**src/rtl/dma_copy_engine.sv**
```systemverilog
// dma_copy_engine
//   Block-copy DMA engine. Accepts a (src, dst, len) copy command and moves
//   DATA_W-bit words SRAM-to-SRAM one at a time through its own SRAM port.
//   It backs off whenever the processor owns the SRAM in a given cycle.
//
// Ports
//   clk                    single clock, rising edge
//   reset                  asynchronous, active-low
//   cmd_valid/cmd_ready    command handshake; cmd_ready only in IDLE
//   cmd_src/cmd_dst        first source / destination word address
//   cmd_len                number of words to copy (0 = no-op)
//   cpu_mem_req            processor uses the SRAM this cycle; engine yields
//   remaining              words not yet written, registered (POLL value)
//   busy                   engine is not idle
//   sram_ADDR/DI/EN/WE     engine SRAM request; all zero when not driving
//   sram_DO                SRAM read data, valid the cycle after a read enable
module dma_copy_engine #(
  parameter int unsigned ADDR_W = 16,
  parameter int unsigned DATA_W = 32
) (
  input  logic              clk,
  input  logic              reset,
  input  logic              cmd_valid,
  output logic              cmd_ready,
  input  logic [ADDR_W-1:0] cmd_src,
  input  logic [ADDR_W-1:0] cmd_dst,
  input  logic [ADDR_W-1:0] cmd_len,
  input  logic              cpu_mem_req,
  output logic [ADDR_W-1:0] remaining,
  output logic              busy,
  output logic [ADDR_W-1:0] sram_ADDR,
  output logic [DATA_W-1:0] sram_DI,
  output logic              sram_EN,
  output logic              sram_WE,
  input  logic [DATA_W-1:0] sram_DO
);

  typedef enum logic [2:0] {
    IDLE,
    RD_REQ,
    RD_WAIT,
    WR_REQ,
    NEXT
  } state_e;

  state_e              state_q, state_d;
  logic [ADDR_W-1:0]   src_q,   src_d;
  logic [ADDR_W-1:0]   dst_q,   dst_d;
  logic [ADDR_W-1:0]   rem_q,   rem_d;
  logic [DATA_W-1:0]   data_q,  data_d;

  always_ff @(posedge clk or negedge reset) begin
    if (!reset) begin
      state_q <= IDLE;
      src_q   <= '0;
      dst_q   <= '0;
      rem_q   <= '0;
      data_q  <= '0;
    end else begin
      state_q <= state_d;
      src_q   <= src_d;
      dst_q   <= dst_d;
      rem_q   <= rem_d;
      data_q  <= data_d;
    end
  end

  // SRAM request is combinational from state and cpu_mem_req, so an
  // asynchronous reset drops the enables in the same cycle.
  always_comb begin
    state_d   = state_q;
    src_d     = src_q;
    dst_d     = dst_q;
    rem_d     = rem_q;
    data_d    = data_q;
    sram_ADDR = '0;
    sram_DI   = '0;
    sram_EN   = 1'b0;
    sram_WE   = 1'b0;

    case (state_q)
      IDLE: begin
        // A zero-length command is accepted and dropped.
        if (cmd_valid && (cmd_len != '0)) begin
          src_d   = cmd_src;
          dst_d   = cmd_dst;
          rem_d   = cmd_len;
          state_d = RD_REQ;
        end
      end

      RD_REQ: begin
        if (!cpu_mem_req) begin
          sram_EN   = 1'b1;
          sram_ADDR = src_q;
          state_d   = RD_WAIT;
        end
      end

      RD_WAIT: begin
        data_d  = sram_DO;
        state_d = WR_REQ;
      end

      WR_REQ: begin
        if (!cpu_mem_req) begin
          sram_EN   = 1'b1;
          sram_WE   = 1'b1;
          sram_ADDR = dst_q;
          sram_DI   = data_q;
          state_d   = NEXT;
        end
      end

      NEXT: begin
        rem_d   = rem_q - ADDR_W'(1);
        src_d   = src_q + ADDR_W'(1);
        dst_d   = dst_q + ADDR_W'(1);
        state_d = (rem_q == ADDR_W'(1)) ? IDLE : RD_REQ;
      end

      default: state_d = IDLE;
    endcase
  end

  assign cmd_ready = (state_q == IDLE);
  assign busy      = (state_q != IDLE);
  assign remaining = rem_q;

endmodule
```
**config.mk**
```make
export PLATFORM = sky130hd
export DESIGN_NAME = dma_copy_engine
export DESIGN_NICKNAME = d
export VERILOG_FILES = /design/src/rtl/dma_copy_engine.sv
export SDC_FILE = /design/constraint.sdc
export NUM_CORES = 1
export LEC_CHECK = 0
export BUFFER_PORTS_ARGS = -buffer_cell sky130_fd_sc_hd__buf_2
export CORE_MARGIN = 5
export CORE_UTILIZATION = 47
export DETAILED_ROUTE_END_ITERATION = 10
export PLACE_DENSITY = 0.86
export SETUP_SLACK_MARGIN = 0.5
export SLEW_MARGIN = 30
export SYNTH_ARGS = -nofsm -noshare
export SYNTH_HDL_FRONTEND = slang
export SYNTH_SLANG_ARGS = --single-unit
```
**constraint.sdc**
```tcl
create_clock -name clk -period 1.8 [get_ports clk]
set_input_delay 0 -clock clk [delete_from_list [all_inputs] [get_ports clk]]
set_output_delay 0 -clock clk [all_outputs]
set_load 0.01 [all_outputs]
```
==> metrics, run 1 <==
num rows 36; status stopped before the end; Mapped Avg Cell Area around 9.5 um^2; syn_nets 590; Cell Area, Placed 6190 um^2; Unique masters post-synth 54; Exit stage global routing; DIE HEIGHT 111 um; clk sinks 83; initial core utilization 0.485; chip width between 100 and 150 um; Worst EP post-GRT repair remaining[15]$_DFFE_PN0P_/D; TritonCTS Buffers 9; sequential element share of the synthesized area 0.434; ys flop type dfrtp_1; RD Place Congestion between 0.9 and 1; Log Error [ERROR GRT-0232] Routing congestion too high. Check the congestion heatmap in the GUI.; Port-buffer cells between 150 and 200; synth warn 0; Synth async-reset ratio 1.00; largest net degree at the start of global routing 53; Post-synth EDFFs 0; Yosys top cell area share 0.434; clock buffer depth 2; total congestion overflow 496; H-Tree Level Count 3; Yosys reg bits a little over 80; Root Buffer clkbuf_8; area leader, netlist dfrtp_1; worst endpoint type register input; HPWL after DPL around 11000 um; IO Pins around 150; mapped cell area around 4800 um^2; GRT Total Usage 0.890; ranking of synthesized cells by area dfrtp_1, mux2_2, mux2i_1; Synth Instances ~500
per-stage QoR:
stage,std cells,setup WS [ps],hold WS [ps],utilization
2_1_floorplan,502,-15.9,-296,-
3_3_place_gp,816,-73.1,88.6,0.627
3_5_place_dp,816,-122,92.0,0.627
4_1_cts,970,-37.4,13.1,0.910
cell families after synthesis:
group           after synthesis  synth area share
compound gates              114             0.166
xor+xnor                      2           0.00366
fa+ha+maj                     4            0.0105
buf+inv                      36            0.0316
flops                        83             0.434
mux                          57             0.128
simple gates                206             0.227
layer usage:
layer,GRT overflow,track usage
met2,319,1.05
met3,5,0.763
met1,6,0.841
met4,165,0.985
met5,1,0.325
cells in the mapped netlist, types with 3 or more instances:
cell type and instances:
a21oi_1 30, o22ai_1 16, a41oi_1 3, nand3_1 20, mux2i_1 25, nor3_1 23
nor2b_1 4, nand2_1 35, o21ai_0 25, clkbuf_1 19, o221a_1 4, mux2_2 32
inv_1 7, buf_2 7, nor2_1 44, and4_1 7, a211oi_1 4, and2_1 33
a221o_1 3, dfrtp_1 83, or4_1 4, a21o_1 4, o221a_2 7, ha_1 4
nor4_1 6, and3_1 11, nand4_1 7
repair_timing:
item,4_1_cts
hold buffers,72
endpoints found under the setup margin,134
gates cloned,16
pin swaps,114
hold endpoints to repair,122
resized for setup,261
setup buffers,50
==> inputs of run 2 (changes only) <==
--- a/config.mk
+++ b/config.mk
@@ -7,10 +7,9 @@
 export LEC_CHECK = 0
 export BUFFER_PORTS_ARGS = -buffer_cell sky130_fd_sc_hd__buf_2
 export CORE_MARGIN = 5
-export CORE_UTILIZATION = 47
+export CORE_UTILIZATION = 40
 export DETAILED_ROUTE_END_ITERATION = 10
-export PLACE_DENSITY = 0.86
-export SETUP_SLACK_MARGIN = 0.5
+export PLACE_DENSITY_LB_ADDON = 0.15
 export SLEW_MARGIN = 30
 export SYNTH_ARGS = -nofsm -noshare
 export SYNTH_HDL_FRONTEND = slang
==> constraint.sdc (replaced) <==
create_clock -name clk -period 2.34 [get_ports clk]
set_input_delay 0 -clock clk [delete_from_list [all_inputs] [get_ports clk]]
set_output_delay 0 -clock clk [all_outputs]
set_load 0.01 [all_outputs]
==> run 2 against run 1 <==
  * The run now ends clean
  * Synthesized area unchanged
  * Synthesized cell count did not move
==> metrics, run 2 <==
DR vias 4879; Yosys reg bits just over 80; Routed WL per cell 17.4 um; DIE HEIGHT around 120 um; Worst EP arrival 2490 ps; GRT Total Usage 0.213; critical-path maximum fanout 27; die area between 10000 and 15000 um^2; FF/Latch Area roughly 2100 um^2; synth warn 0; TritonCTS Buffers 9; achievable frequency between 400 and 500 MHz; total of max-cap violations 0; antenna viol nets, final 0; total congestion overflow 0; Multi-input gate area 2580 um^2; Slew Limit Fails 0; fraction of layout cells with a size suffix above 1 0.324; combinational share of power 0.460; most flop-heavy register data_q; RD Place Congestion 0.871; Synth Area in Adders 0.0105; Final Hold Fails 0; internal power about 4.7 mW; most frequent cells in the layout buf_2, dfrtp_1, dlygate4sd3_1; post-synthesis simple-gate area fraction 0.227; clk sinks 83; Clock Latency Late Sink 330 ps; RSZ-0062 raised after global routing false; final setup skew 6.08 ps; Switch Pwr 3.29 mW; Antenna diodes 0; worst path required time ~2600 ps; slew at the pin closest to its max-slew limit 874 ps; initial antenna violation count 0; Compound-Gate Fraction of Synth Area 0.166; worst setup path category in2reg; Fillers approximately 1000; Rel. slew slack 0.415; Worst-path clk slew 60 ps; drt drc 0; clock buffer depth 2; # setup viols final 0; vias in the first global route ~4800; Post-Synth XOR/XNOR Area 0.00366; setup TNS 0 ps; Lkg Pwr around 3.1 nW; router iterations before antenna repair 7; max reg flops 32; area leader, netlist dfrtp_1; chip width roughly 120 um; Tcrit/Tclk final 0.968; num rows 40; H-Tree Level Count 3; most instantiated cells after synthesis dfrtp_1, nor2_1, nand2_1; commonest non-fill, non-tap cell in the layout buf_2; crit start category input pin; non-filler instance count after layout about 880; CTS tree done; drt total wl around 15000 um; drt initial violations ~340; routed vias/inst roughly 5.5; min Tclk post-route approximately 2300 ps; Root Buffer clkbuf_16; post-CTS setup buffer count 0; Synth Instances approximately 500; largest net degree at the start of global routing 42; worst ir drop on vdd 0.511 mV; sequential element share of the synthesized area 0.434; mux cell area share after synthesis 0.128; ys flop type dfrtp_1; Crit. End Element flip-flop; ranking of synthesized cells by area dfrtp_1, mux2_2, mux2i_1; switching share of power 0.411; Port-buffer cells 151; Post-synth EDFFs 0; largest family of logic cells by synthesized area simple AND/OR/NAND/NOR gates; Yosys top cell area share 0.434; mapped cell area roughly 4800 um^2; Synth async-reset ratio 1.00; Mapped Avg Cell Area around 9.5 um^2; Layout area overhead 41.8%; PwrDens 1180 nW/um^2; sequential share of power 0.372; IO Pins between 150 and 200; Nets approximately 820; Unique masters post-synth 54; status finished, final reports clean; HPWL after DPL around 10000 um; initial core utilization 0.404; core area around 12000 um^2; clock network fraction of total power 0.169; top-count cell post-synth dfrtp_1; Worst Hold Class in2reg; dpl cells about 790; syn_nets approximately 600; first-pass GRT wire length 24600 um
==> run 2: cell counts after synthesis <==
Identical to the previous run, type by type.
==> run 2: kinds of logic (layout without fill, tap and decap cells) <==
logic type	Yosys count	after routing
AO/OA/AOI/OAI	114	114
XOR/XNOR	2	2
adder cells (fa/ha/maj)	4	4
buffers and inverters	36	268
flip-flops	83	83
multiplexers	57	57
AND/OR/NAND/NOR	206	206
==> run 2: path summary, 6_finish.rpt <==
kind                               start            end  slack (ps)  depth (start not counted)
max reg2reg                remaining[10]  remaining[15]         310                          5
min                          cpu_mem_req     state_q[1]          20                          4
min in group asynchronous          reset     data_q[11]         190                          2
min reg2reg                   data_q[25]     data_q[25]         500                          1
max in group asynchronous          reset     data_q[31]        1410                          3
max                          cmd_len[10]       dst_q[2]          70                          6
==> run 2: final cells by class <==
cell class | instances | share of cell area
Multi-Input combinational cell | 383 | 0.380
Sequential cell | 83 | 0.306
Timing Repair Buffer | 245 | 0.242
Clock buffer | 12 | 0.0378
Tap cell | 147 | 0.0271
Inverter | 7 | 0.00387
Clock inverter | 4 | 0.00369
==> run 2: metal layers <==
layer | share of wire | GRT usage
met2 | 0.48 | 0.354
met3 | 0.058 | 0.0351
met4 | 0.019 | 0.0802
met5 | 0 | 0
met1 | 0.45 | 0.279
==> run 2: power groups by stage <==
stage               registers (mW)  clock network (mW)  logic, mW
global placement              2.94                   0       3.52
global route                  3.11                1.44       4.05
floorplan                     2.78                   0       2.47
finish                        2.98                1.35       3.68
CTS                           2.96                1.39       3.69
detailed placement            2.98                   0       3.59
==> run 2: through the flow <==
step | power (mW) | area [um^2] | hold slack, ps | util | setup WS, ps
2_1_floorplan | 5.25 | 4790 | -296 | - | 428
3_3_place_gp | 6.46 | 5780 | 18.7 | 0.487 | 228
3_5_place_dp | 6.57 | 5780 | 26.5 | 0.487 | 204
6_report | 8.01 | 6790 | 22.7 | 0.572 | 73.8
4_1_cts | 8.03 | 6780 | 11.2 | 0.572 | 14.7
5_1_grt | 8.60 | 6790 | 53.7 | 0.572 | 20.1
==> run 2: repair_timing <==
| action | CTS | global route |
|---|---|---|
| setup endpoints to repair | 0 | 23 |
| hold endpoints to repair | 110 | 0 |
| hold buffers | 72 | 0 |
| gates resized for setup | 0 | 2 |
==> run 2: worst max-delay path, cell delays in order <==
cell	delay [ps]
dlygate4sd3_1	540
buf_2	130
or4_4	540
o41ai_4	560
o21ai_4	330
o221a_2	370
No activity file was read; power rests on OpenSTA's default activity.
